===== config.mk =====
export PLATFORM = sky130hd
export DESIGN_NAME = alu_exec_unit
export DESIGN_NICKNAME = d
export VERILOG_FILES = /design/src/rtl/alu_exec_unit.sv
export SDC_FILE = /design/constraint.sdc
export NUM_CORES = 1
export LEC_CHECK = 0
export ABC_AREA = 1
export BUFFER_PORTS_ARGS = -buffer_cell sky130_fd_sc_hd__buf_2
export CORE_ASPECT_RATIO = 1.4
export CORE_MARGIN = 3
export CORE_UTILIZATION = 55
export CTS_BUF_LIST = sky130_fd_sc_hd__clkbuf_4 sky130_fd_sc_hd__clkbuf_8
export DETAILED_ROUTE_END_ITERATION = 6
export PLACE_DENSITY = 0.75
export SKIP_LAST_GASP = 1
export SYNTH_ARGS = -nofsm -noshare
export SYNTH_HDL_FRONTEND = slang
export SYNTH_SLANG_ARGS = --single-unit

===== constraint.sdc =====
create_clock -name clk_i -period 6.26 [get_ports clk_i]
set_input_delay 0.939 -clock clk_i [delete_from_list [all_inputs] [get_ports clk_i]]
set_output_delay 0.939 -clock clk_i [all_outputs]
set_load 0.05 [all_outputs]

===== src/rtl/alu_exec_unit.sv =====
// rtl/alu_exec_unit.sv - EX-stage ALU with decode, registered result and iterative multiplier
//
// Purpose:
//   Decodes ALUOp/funct and executes and/or/add/sub in a single cycle.
//   MUL runs on a shift-add multiplier that takes several cycles.
//   The result is registered, and valid_o pulses for one cycle when it updates.
//   A valid/ready handshake feeds the pipeline stall. kill_i flushes in-flight work.
//
// Optional macro:
//   ALU_MUL_EARLY_TERM_EN - MUL finishes as soon as the remaining multiplier
//   bits are all zero. Results are the same with or without it.
//
// Ports:
//   clk_i, rst_i            clock (rising edge), synchronous active-high reset
//   valid_i / ready_o       operation handshake; ready_o low while MUL is busy
//   kill_i                  abort in-flight MUL / drop the presented op
//   ALUOp_i, funct_i        operation select
//   data1_i, data2_i        operands A and B
//   result_o, zero_o        registered result and (result == 0)
//   valid_o                 one-cycle pulse when result_o/zero_o update
//   illegal_o               last accepted R-type funct was unsupported
//   ALUCtrl_o               code of last accepted op (000 and, 001 or, 010 add, 011 sub, 100 mul)

module alu_exec_unit #(
  parameter int DATA_W = 32,
  parameter int CNT_W  = 6
) (
  input  logic              clk_i,
  input  logic              rst_i,
  input  logic              valid_i,
  output logic              ready_o,
  input  logic              kill_i,
  input  logic [1:0]        ALUOp_i,
  input  logic [5:0]        funct_i,
  input  logic [DATA_W-1:0] data1_i,
  input  logic [DATA_W-1:0] data2_i,
  output logic [DATA_W-1:0] result_o,
  output logic              zero_o,
  output logic              valid_o,
  output logic              illegal_o,
  output logic [2:0]        ALUCtrl_o
);

  localparam logic [2:0] CTRL_AND = 3'b000;
  localparam logic [2:0] CTRL_OR  = 3'b001;
  localparam logic [2:0] CTRL_ADD = 3'b010;
  localparam logic [2:0] CTRL_SUB = 3'b011;
  localparam logic [2:0] CTRL_MUL = 3'b100;

  localparam logic [0:0] S_IDLE = 1'b0;
  localparam logic [0:0] S_MUL  = 1'b1;

  logic [0:0]        r_state;
  logic [DATA_W-1:0] r_result;
  logic              r_zero;
  logic              r_valid;
  logic              r_illegal;
  logic [2:0]        r_ctrl;
  logic [DATA_W-1:0] r_acc;
  logic [DATA_W-1:0] r_mcand;
  logic [DATA_W-1:0] r_mplier;
  logic [CNT_W-1:0]  r_cnt;

  logic [2:0]        w_ctrl;
  logic              w_illegal;
  logic [DATA_W-1:0] w_alu_res;
  logic              w_accept;
  logic [DATA_W-1:0] w_acc_next;
  logic [DATA_W-1:0] w_mplier_next;
  logic              w_last;

  assign ready_o  = (r_state == S_IDLE) && !rst_i;
  assign w_accept = valid_i && ready_o && !kill_i;

  // Unsupported R-type functs still execute as add.
  // They are flagged through illegal_o.
  always_comb begin
    w_ctrl    = CTRL_ADD;
    w_illegal = 1'b0;
    case (ALUOp_i)
      2'b00: w_ctrl = CTRL_ADD;
      2'b01: w_ctrl = CTRL_SUB;
      2'b11: w_ctrl = CTRL_OR;
      default: begin
        case (funct_i)
          6'b100100: w_ctrl = CTRL_AND;
          6'b100101: w_ctrl = CTRL_OR;
          6'b100000: w_ctrl = CTRL_ADD;
          6'b100010: w_ctrl = CTRL_SUB;
          6'b011000: w_ctrl = CTRL_MUL;
          default: begin
            w_ctrl    = CTRL_ADD;
            w_illegal = 1'b1;
          end
        endcase
      end
    endcase
  end

  // Single-cycle datapath. MUL takes the iterative path, so it is not handled here.
  always_comb begin
    w_alu_res = data1_i + data2_i;
    case (w_ctrl)
      CTRL_AND: w_alu_res = data1_i & data2_i;
      CTRL_OR:  w_alu_res = data1_i | data2_i;
      CTRL_SUB: w_alu_res = data1_i - data2_i;
      default:  w_alu_res = data1_i + data2_i;
    endcase
  end

  // One shift-add step. mcand moves left while mplier moves right.
  // acc therefore collects the low DATA_W bits of the product.
  assign w_acc_next    = r_acc + (r_mplier[0] ? r_mcand : '0);
  assign w_mplier_next = r_mplier >> 1;

`ifdef ALU_MUL_EARLY_TERM_EN
  // Once no multiplier bits remain, later steps cannot change acc.
  assign w_last = (r_cnt == CNT_W'(DATA_W - 1)) || (w_mplier_next == '0);
`else
  assign w_last = (r_cnt == CNT_W'(DATA_W - 1));
`endif

  always_ff @(posedge clk_i) begin
    if (rst_i) begin
      r_state   <= S_IDLE;
      r_result  <= '0;
      r_zero    <= 1'b0;
      r_valid   <= 1'b0;
      r_illegal <= 1'b0;
      r_ctrl    <= CTRL_ADD;
      r_acc     <= '0;
      r_mcand   <= '0;
      r_mplier  <= '0;
      r_cnt     <= '0;
    end else begin
      r_valid <= 1'b0;
      if (r_state == S_IDLE) begin
        if (w_accept) begin
          r_ctrl    <= w_ctrl;
          r_illegal <= w_illegal;
          if (w_ctrl == CTRL_MUL) begin
            r_acc    <= '0;
            r_mcand  <= data1_i;
            r_mplier <= data2_i;
            r_cnt    <= '0;
            r_state  <= S_MUL;
          end else begin
            r_result <= w_alu_res;
            r_zero   <= (w_alu_res == '0);
            r_valid  <= 1'b1;
          end
        end
      end else begin
        // A kill abandons the product.
        // result_o keeps the last completed value.
        if (kill_i) begin
          r_state <= S_IDLE;
        end else begin
          r_acc    <= w_acc_next;
          r_mcand  <= r_mcand << 1;
          r_mplier <= w_mplier_next;
          r_cnt    <= r_cnt + CNT_W'(1);
          if (w_last) begin
            r_result <= w_acc_next;
            r_zero   <= (w_acc_next == '0);
            r_valid  <= 1'b1;
            r_state  <= S_IDLE;
          end
        end
      end
    end
  end

  assign result_o  = r_result;
  assign zero_o    = r_zero;
  assign valid_o   = r_valid;
  assign illegal_o = r_illegal;
  assign ALUCtrl_o = r_ctrl;

endmodule


==> metrics.md, run 1 <==
| Metric | Value |
|---|---|
| # resized after CTS | `0` |
| Status | `complete, no violations` |
| Area share of the largest cell type after synthesis | `0.2344` |
| Worst-Margin Slew | `0.9982 ns` |
| Sinks on Clock Net | `141` |
| Routed via count | `13330` |
| Worst Path Required | `6.64 ns` |
| Largest family of logic cells by synthesized area | `simple AND/OR/NAND/NOR gates` |
| Initial cell density of the core | `0.5636` |
| Synth Area in Simple Gates | `0.3410` |
| H-tree levels | `4` |
| WP data arrival | `5.02 ns` |
| Root buffer cell | `clkbuf_8` |
| Die Y | `181.1 µm` |
| Grt peak-use layer | `met2` |
| Synth Register Bits | `141` |
| Number of flops mapped to enable cells by yosys | `0` |
| Post-DP HPWL | `30180 µm` |
| # setup viols final | `0` |
| Clock Latency Late Sink | `0.48 ns` |
| Initial antenna violation count | `0` |
| First DRT Iteration DRCs | `1044` |
| Clock Pin Slew Worst Setup and Hold Paths | `0.10 ns` |
| Crit-path max FO | `5` |
| Final WS setup | `1.621 ns` |
| Core ar. | `0.02136 mm²` |
| Pin count of the biggest net entering global routing | `96` |
| Die Area | `0.02373 mm²` |
| GRT Util Overall | `0.3292` |
| Top cells by count, synth | `nand2_1, inv_1, nor2_1` |
| Gr ovfl total | `0` |
| Placed cells | `2357` |
| Rel. slew slack | `0.3321` |
| Maxcap violations | `0` |
| Post-route ant nets | `0` |
| Post-synth top flop | `dfxtp_1` |
| Total power density per cell area | `187.3 mW/mm²` |
| CP Class | `in -> reg` |
| Mean Syn Cell Area | `5.937 µm²` |
| CTS Buffer Depth | `2` |
| Setup TNS | `0 ns` |
| Worst Setup Start Kind | `primary input` |
| Worst min-delay path class | `reg -> reg` |
| Routed len/inst | `16.34 µm` |
| Critical Path Sink Type | `flop` |
| Hold_buf cts | `0` |
| Met2 Usage GRT | `0.5539` |
| Area growth syn-to-layout | `8.895%` |
| Final Hold Fails | `0` |
| Vias per inst | `5.581` |
| Place WS | `1.171 ns` |
| Synth top area cells | `dfxtp_1, nand2_1, inv_1` |
| # DRC | `0` |
| Synth cell types | `45` |
| Final Skew | `0.01988 ns` |
| Tmin final | `4.639 ns` |
| Net count, final | `2228` |
| Ports | `115` |
| Ratio of cells with drive above 1 in the final layout | `0.09347` |
| Met1 usage | `0.4193` |
| Worst path max stage delay | `0.36 ns` |
| Number of cell rows | `63` |
| Fraction of synthesized cell area in xor and xnor cells | `0.04874` |
| Most area-hungry cell type in the Yosys netlist | `dfxtp_1` |
| Most common cell in the netlist | `nand2_1` |
| Ys async rst share | `0` |
| Number of setup buffers added after CTS | `0` |
| Leakage | `6.821 nW` |
| Die Wd | `131.0 µm` |
| Num CTS Buffers | `17` |
| CTS tree | `yes` |
| IO buf count | `114` |
| Slew Limit Fails | `0` |
| YS warnings | `0` |
| Final Non-Filler Cells | `2389` |
| Achievable Freq | `0.2156 GHz` |
| Max VDD drop | `0.0001203 V` |
| Cells after Synth | `2028` |
| Post-Synth Adder-Cell Area | `0.07191` |
| Filler cells | `2187` |
| Sequential area share after synthesis | `0.2344` |
| Placer Congestion | `1.048` |
| First-pass GRT wire length | `62620 µm` |
| Syn_nets | `2172` |
| Synth Cell Area | `0.01204 mm²` |
| Unrepaired setup endpoints after global routing | `false` |
| 1st-pass router iterations | `5` |
| Antenna Cells | `0` |
| Global-route met3 utilization | `0.03756` |
| Vias in the first global route | `12620` |
| Final period util | `0.7411` |
| Synth Area in Compound Gates | `0.1910` |
| Slowest CP cell | `or3_4` |
| WL final | `39040 µm` |
| Post-synthesis mux area share | `0` |
[critical path: cells and delay by family]
kind,cells,cell delay (ns)
compound gates,2,0.40
xor+xnor,1,0.10
fa+ha+maj,2,0.52
buf+inv,7,0.55
simple gates,22,2.50
[layer usage]
metal,wire (µm),vias up
li1,-,6722
met1,16360,6041
met2,18640,468
met4,1643,0
met5,0,-
met3,2401,101
[per-stage QoR]
stage                     utilization  power, mW  hold slack, ns  instance area [µm²]
after global placement         0.5948      1.676          0.4494                12710
after global routing           0.6138      2.590          0.4890                13110
after detailed placement       0.5948      1.681          0.4562                12710
after CTS                      0.6138      2.459          0.4704                13110
final                          0.6138      2.456          0.4699                13110
after floorplan                     -      1.467          0.4412                12040
[kinds of logic after synthesis]
family | count (synthesis)
DFF | 141
adders and majority gates | 68
buffers and inverters | 352
and+or+nand+nor | 994
xor gates and xnor gates | 67
AOI/OAI and AO/OA | 406
[state kept, by name, indices dropped and copies added, names as in the netlist, 3 cells and up]
register	count
r_cnt	6
result_o	32
ALUCtrl_o	3
r_mplier	32
r_acc	32
r_mcand	32
[final cells by class]
type                            instances  area, µm²  share of cell area
Multi-Input combinational cell       1535       7863              0.5997
Sequential cell                       141       2824              0.2154
Inverter                              262      985.9             0.07520
Timing Repair Buffer                  127      668.1             0.05096
Tap cell                              292      365.4             0.02787
Clock buffer                           17      234.0             0.01785
Clock inverter                         15      171.4             0.01307
[cell usage in the layout (no fill, tap or decap), types with 4 or more instances in the layout]
| cell type | n |
|---|---|
| inv_1 | 254 |
| or2_2 | 9 |
| xor2_1 | 56 |
| nand3b_1 | 5 |
| buf_4 | 13 |
| o21ai_0 | 150 |
| inv_8 | 6 |
| xnor2_1 | 11 |
| a31oi_1 | 80 |
| nand4_1 | 39 |
| nor3_1 | 16 |
| a21oi_1 | 116 |
| inv_2 | 5 |
| o211ai_1 | 29 |
| nand2_1 | 638 |
| o21bai_1 | 7 |
| dfxtp_1 | 140 |
| ha_1 | 66 |
| clkbuf_8 | 17 |
| nor2_1 | 160 |
| o21a_1 | 4 |
| buf_2 | 114 |
| nor2_2 | 5 |
| o31ai_1 | 5 |
| nand3_1 | 106 |
| inv_6 | 4 |
[where the power goes]
part	internal [mW]	total, mW	switching, mW
Clock	0.338	0.784	0.445
Sequential	0.910	0.918	0.00811
Combinational	0.236	0.755	0.518
[final timing paths]
kind                                    from           end  slack, ns  cells past startpoint
worst max-delay path              data2_i[1]        zero_o       1.62                     34
worst min-delay path            ALUCtrl_o[2]  ALUCtrl_o[2]       0.47                      2
worst max register to register       r_state   r_mcand[31]       2.28                      7
worst min register to register  ALUCtrl_o[2]  ALUCtrl_o[2]       0.47                      2
(Power assumes the default switching activity.)
==> inputs of run 2 (changes only) <==
- clock period: 6.26 -> 4.5 ns (I/O delays scaled with it)
==> run 2 against run 1 <==
Net effect:
- via count increased by 2.9%
- utilization increased by 2.8 points
- non-clock buffer count increased by 73
- global-route usage increased by 0.74 points
- first-iteration DRC count increased by 12%
- routed wire length increased by 2.8%
- clock skew decreased by 0.0034 ns
- cell count increased by 3.1%
- sequential power increased by 39%
- cell area increased by 4.5%
==> metrics.md, run 2 (synthesis results as in run 1) <==
| Metric | Value |
|---|---|
| Status | `complete, no violations` |
| Most frequent cells in the layout | `nand2_1, inv_1, nor2_1` |
| Ratio of cells with drive above 1 in the final layout | `0.1272 (+0.03372)` |
| Total power density per cell area | `256.1 mW/mm² (+37%)` |
| Unrepaired setup endpoints after global routing | `true` |
| Slowest CP cell | `ha_1` |
| Multi-input logic area | `0.007889 mm² (+0.33%)` |
| Final period util | `0.9335` |
| Cell seen most often among critical-path stages | `nand2_1` |
| Tmin final | `4.201 ns` |
| R2R depth | `9 (+2)` |
| Initial antenna violation count | `0 (unchanged)` |
| Achievable Freq | `0.2381 GHz` |
| IO buf count | `114 (unchanged)` |
| Part of the power in combinational logic | `0.341 (+0.034)` |
| Seq. cell area | `0.002824 mm² (unchanged)` |
| Post-DP HPWL | `31240 µm (+3.5%)` |
| Worst-Margin Slew | `0.9149 ns (-0.08334 ns)` |
| Switching share of power | `0.3879 (-0.007834)` |
| Num CTS Buffers | `17 (unchanged)` |
| Vias per inst | `5.572 (-0.16%)` |
| Clock Pin Slew Worst Setup and Hold Paths | `0.09 ns (about the same)` |
| Placed cells | `2430 (+3.1%)` |
| Rel. slew slack | `0.3878 (+0.05576)` |
| Die Wd | `131.0 µm (unchanged)` |
| Leakage | `7.162 nW (+5.0%)` |
| Clock Power Share | `0.295 (-0.024)` |
| Final Hold Fails | `0 (unchanged)` |
| # DRC | `0 (unchanged)` |
| Post-route ant nets | `0 (unchanged)` |
| Final Skew | `0.01644 ns (-0.003441 ns)` |
| Reg power frac | `0.364 (-0.010)` |
| WL final | `40130 µm (+2.8%)` |
| Crit-path max FO | `3 (-2)` |
| Slew Limit Fails | `0 (unchanged)` |
| Vias in the first global route | `12710 (+0.67%)` |
| Worst Hold Path Cells | `2 (unchanged)` |
| Gr ovfl total | `0 (unchanged)` |
| Worst Path Required | `4.88 ns (-1.76 ns)` |
| Worst min-delay path class | `reg -> reg` |
| Commonest non-fill, non-tap cell in the layout | `nand2_1` |
| CP Class | `in -> reg` |
| # setup viols final | `0 (unchanged)` |
| Number of cell rows | `63 (unchanged)` |
| Final Non-Filler Cells | `2462 (+3.1%)` |
| Net count, final | `2301 (+3.3%)` |
| Worst path max stage delay | `0.32 ns (-0.04 ns)` |
| Area growth syn-to-layout | `13.81%` |
| Clock Latency Late Sink | `0.49 ns (about the same)` |
| First DRT Iteration DRCs | `1172 (+12%)` |
| Ports | `115 (unchanged)` |
| First-pass GRT wire length | `64140 µm (+2.4%)` |
| Critical Path Sink Type | `flop` |
| Max VDD drop | `0.0001857 V (+54%)` |
| Pin count of the biggest net entering global routing | `79 (-18%)` |
| Root buffer cell | `clkbuf_8` |
| Final WS setup | `0.2992 ns (-1.322 ns)` |
| Initial cell density of the core | `0.5636 (unchanged)` |
| GRT Util Overall | `0.3366 (+0.007402)` |
| Internal | `2.148 mW (+45%)` |
| 1st-pass router iterations | `5 (unchanged)` |
| Maxcap violations | `0 (unchanged)` |
| Worst Setup Start Kind | `primary input` |
| Die Y | `181.1 µm (unchanged)` |
| H-tree levels | `4 (unchanged)` |
| Place WS | `-0.1811 ns (-1.352 ns)` |
| Finished Core Util | `0.6415 (+0.02770)` |
| Sinks on Clock Net | `141 (unchanged)` |
| Core ar. | `0.02136 mm² (unchanged)` |
| WP data arrival | `4.58 ns (-0.44 ns)` |
| Routed via count | `13720 (+2.9%)` |
| CTS Buffer Depth | `2 (unchanged)` |
| Antenna Cells | `0 (unchanged)` |
| Die Area | `0.02373 mm² (unchanged)` |
| CTS tree | `yes` |
| Routed len/inst | `16.30 µm (-0.27%)` |
| Sw Pwr | `1.361 mW (+40%)` |
| Filler cells | `2120 (-3.1%)` |
| Placer Congestion | `1.006 (-4.0%)` |
[run 2: per-stage QoR]
step | cell area [µm²] | setup TNS, ns | hold WS [ns] | total power [mW]
after floorplan | 12040 | 0 | 0.4412 | 2.041
after CTS | 13680 | 0 | 0.4689 | 3.504
final | 13700 | 0 | 0.4753 | 3.509
after global routing | 13700 | -0.1143 | 0.4883 | 3.711
after global placement | 13290 | -0.1698 | 0.4511 | 2.468
after detailed placement | 13290 | -0.6468 | 0.4621 | 2.473
[run 2: power groups by stage]
stage	Combinational, mW	Clock, mW	Sequential, mW
4_1_cts	1.17	1.06	1.28
6_report	1.20	1.04	1.28
3_3_place_gp	1.16	0	1.30
2_1_floorplan	0.675	0	1.37
3_5_place_dp	1.17	0	1.30
5_1_grt	1.33	1.10	1.28
[run 2: worst max-delay path: cells and delay by family]
family,cells,cell delay [ns]
XOR/XNOR,2,0.21
adder cells (fa/ha/maj),1,0.32
buffers and inverters,6,0.59
AND/OR/NAND/NOR,23,2.79
[run 2: per-layer routing]
metal / global-route usage / part of all wire
met5: 0 / 0
met1: 0.4423 / 0.43
met2: 0.5551 / 0.48
met3: 0.04052 / 0.060
met4: 0.1317 / 0.037
[run 2: layout make-up]
cell class              count  area share
multi-input cells        1535      0.5757
repair buffers            200     0.09149
clock buffers              17     0.01707
clock inverters            15     0.01105
inverters                 262     0.07195
flip-flops and latches    141      0.2061
well taps                 292     0.02666
[run 2: final timing paths]
| kind | from | to | slack, ns |
|---|---|---|---|
| max | data2_i[0] | zero_o | 0.30 |
| min | r_acc[15] | r_acc[15] | 0.48 |
| min reg2reg | r_acc[15] | r_acc[15] | 0.48 |
| max reg2reg | r_state | result_o[20] | 0.76 |
[run 2: timing repair]
item / in CTS / in global routing
buffers inserted: 0 / 0
hold buffers: 0 / 0
setup endpoints to repair: 0 / 4
gates resized for setup: 0 / 9
==> inputs of run 3 (changes only) <==
- PLACE_DENSITY: 0.75 -> 0.79
==> run 3 against run 2 <==
Net effect:
- critical path depth up 3
- routed wire length decreased by 1.4%
- non-clock buffer count is 10 lower
- clock skew shrank 0.0050 ns
- first-iteration DRC count down 19%
- cell count down 0.41%
- worst hold slack barely moved
- worst setup slack better by 0.026 ns
- cell area is 0.68% lower
- largest cell class unchanged
==> metrics.md, run 3 (synthesis results as in run 1) <==
| Metric | Value |
|---|---|
| Leakage | `7.102 nW (-0.84%)` |
| Vias in the first global route | `12720 (+0.13%)` |
| Maxcap violations | `0 (unchanged)` |
| Core ar. | `0.02136 mm² (unchanged)` |
| Total power density per cell area | `252.8 mW/mm² (-1.3%)` |
| H-tree levels | `4 (unchanged)` |
| Initial cell density of the core | `0.5636 (unchanged)` |
| Place WS | `-0.1670 ns (+0.01407 ns)` |
| Critical Path Sink Type | `flop` |
| Slew Limit Fails | `0 (unchanged)` |
| Filler cells | `2167 (+2.2%)` |
| Reg power frac | `0.371 (+0.007)` |
| # DRC | `0 (unchanged)` |
| Die Y | `181.1 µm (unchanged)` |
| Internal | `2.083 mW (-3.0%)` |
| Area growth syn-to-layout | `13.04%` |
| Number of cell rows | `63 (unchanged)` |
| Ratio of cells with drive above 1 in the final layout | `0.1282 (+0.001052)` |
| 1st-pass router iterations | `7 (+2)` |
| Post-route cell area | `0.01361 mm² (-0.68%)` |
| Switching share of power | `0.3947 (+0.006803)` |
| Routed len/inst | `16.13 µm (-1.0%)` |
| CTS Buffer Depth | `2 (unchanged)` |
| Final Non-Filler Cells | `2452 (-0.41%)` |
| Antenna Cells | `0 (unchanged)` |
| GRT Util Overall | `0.3327 (-0.003922)` |
| Crit-path max FO | `4 (+1)` |
| Net count, final | `2291 (-0.43%)` |
| Vias per inst | `5.515 (-1.0%)` |
| WL final | `39550 µm (-1.4%)` |
| Multi-input logic area | `0.007921 mm² (+0.41%)` |
| First-pass GRT wire length | `63580 µm (-0.87%)` |
| Gr ovfl total | `0 (unchanged)` |
| Unrepaired setup endpoints after global routing | `true` |
| Worst Path Required | `4.92 ns (+0.04 ns)` |
| Post-DP HPWL | `30610 µm (-2.0%)` |
| Placement Cell Area | `0.01318 mm² (-0.87%)` |
| Worst-Margin Slew | `1.028 ns (+0.1128 ns)` |
| Achievable Freq | `0.2395 GHz (+0.61%)` |
| Post-route ant nets | `0 (unchanged)` |
| Worst min-delay path class | `reg -> reg` |
| Routed via count | `13520 (-1.4%)` |
| Worst path max stage delay | `0.38 ns (+0.06 ns)` |
| Initial antenna violation count | `0 (unchanged)` |
| Placed cells | `2418 (-0.49%)` |
| CTS tree | `yes` |
| Root buffer cell | `clkbuf_8` |
| Tmin final | `4.175 ns (-0.02563 ns)` |
| Hold_buf cts | `0 (unchanged)` |
| Status | `complete, no violations` |
| Seq. cell area | `0.002824 mm² (unchanged)` |
| Commonest non-fill, non-tap cell in the layout | `nand2_1` |
| Num CTS Buffers | `17 (unchanged)` |
| Final period util | `0.9278 (-0.005695)` |
| Rel. slew slack | `0.3149 (-0.07293)` |
| Slowest CP cell | `ha_1` |
| First DRT Iteration DRCs | `955 (-19%)` |
| Max VDD drop | `0.0001882 V (+1.4%)` |
| Part of the power in combinational logic | `0.341 (about the same)` |
| Final Skew | `0.01144 ns (-0.005003 ns)` |
| Die Wd | `131.0 µm (unchanged)` |
| Setup TNS | `0 ns (unchanged)` |
| # setup viols final | `0 (unchanged)` |
| WP data arrival | `4.60 ns (+0.02 ns)` |
| Clock Pin Slew Worst Setup and Hold Paths | `0.09 ns (about the same)` |
| IO buf count | `114 (unchanged)` |
| Ports | `115 (unchanged)` |
| Sinks on Clock Net | `141 (unchanged)` |
| Final Hold Fails | `0 (unchanged)` |
| Worst Setup Start Kind | `primary input` |
| Die Area | `0.02373 mm² (unchanged)` |
| CP Class | `in -> reg` |
| Clock Latency Late Sink | `0.47 ns (-0.02 ns)` |
| Most frequent cells in the layout | `nand2_1, inv_1, nor2_1` |
| Placer Congestion | `1.020 (+1.3%)` |
| Cell seen most often among critical-path stages | `nand2_1` |
| Pin count of the biggest net entering global routing | `92 (+16%)` |
| Clock Power Share | `0.288 (-0.007)` |
| Final WS setup | `0.3248 ns (+0.02563 ns)` |
| Sw Pwr | `1.358 mW (-0.20%)` |
==> run 3: cell count changes in the layout (fill, tap and decap cells not counted), sizes merged <==
cell and change:
buf -10, bufinv -1, inv +1
==> run 3: path summary, 6_finish.rpt <==
path                            cells past startpoint         from  slack, ns           end
worst max register to register                      9      r_state       1.15  result_o[28]
worst min-delay path                                2  r_mplier[5]       0.47   r_mplier[4]
worst max-delay path                               35   data2_i[0]       0.32        zero_o
worst min register to register                      2  r_mplier[5]       0.47   r_mplier[4]
==> run 3: metal layers <==
metal  share of wire  vias to the layer above  track usage
li1                -                     6853            -
met1            0.43                     6131       0.4288
met2            0.48                      428       0.5580
met3           0.052                      112      0.03875
met4           0.041                        0       0.1322
met5               0                        -            0
==> run 3: per-stage QoR <==
stage	power [mW]	util	hold slack (ns)
floorplan	2.041	-	0.4412
global placement	2.435	0.6168	0.4470
detailed placement	2.441	0.6168	0.4600
CTS	3.427	0.6337	0.4701
global route	3.645	0.6371	0.4869
finish	3.441	0.6371	0.4749
==> run 3: area by class of cell <==
type	count	area share
Timing Repair Buffer	190	0.08476
Tap cell	292	0.02684
Clock buffer	17	0.01719
Inverter	262	0.07244
Clock inverter	15	0.009285
Sequential cell	141	0.2075
Multi-Input combinational cell	1535	0.5820
==> run 3: power by group through the flow <==
stage	logic, mW	registers (mW)	clock network [mW]
after global placement	1.13	1.31	0
after global routing	1.30	1.28	1.07
after floorplan	0.675	1.37	0
after CTS	1.14	1.28	1.01
after detailed placement	1.14	1.31	0
final	1.17	1.28	0.990
==> run 3: repair_timing <==
item,4_1_cts,5_1_grt
gates resized for setup,0,20
setup endpoints to repair,0,7
setup buffers,0,2
==> run 3: worst max-delay path: cells and delay by family <==
kind                     cells  cell delay [ns]
buffers and inverters        4             0.30
AO/OA/AOI/OAI                1             0.17
adder cells (fa/ha/maj)      2             0.56
AND/OR/NAND/NOR             27             2.79
XOR/XNOR                     1             0.08
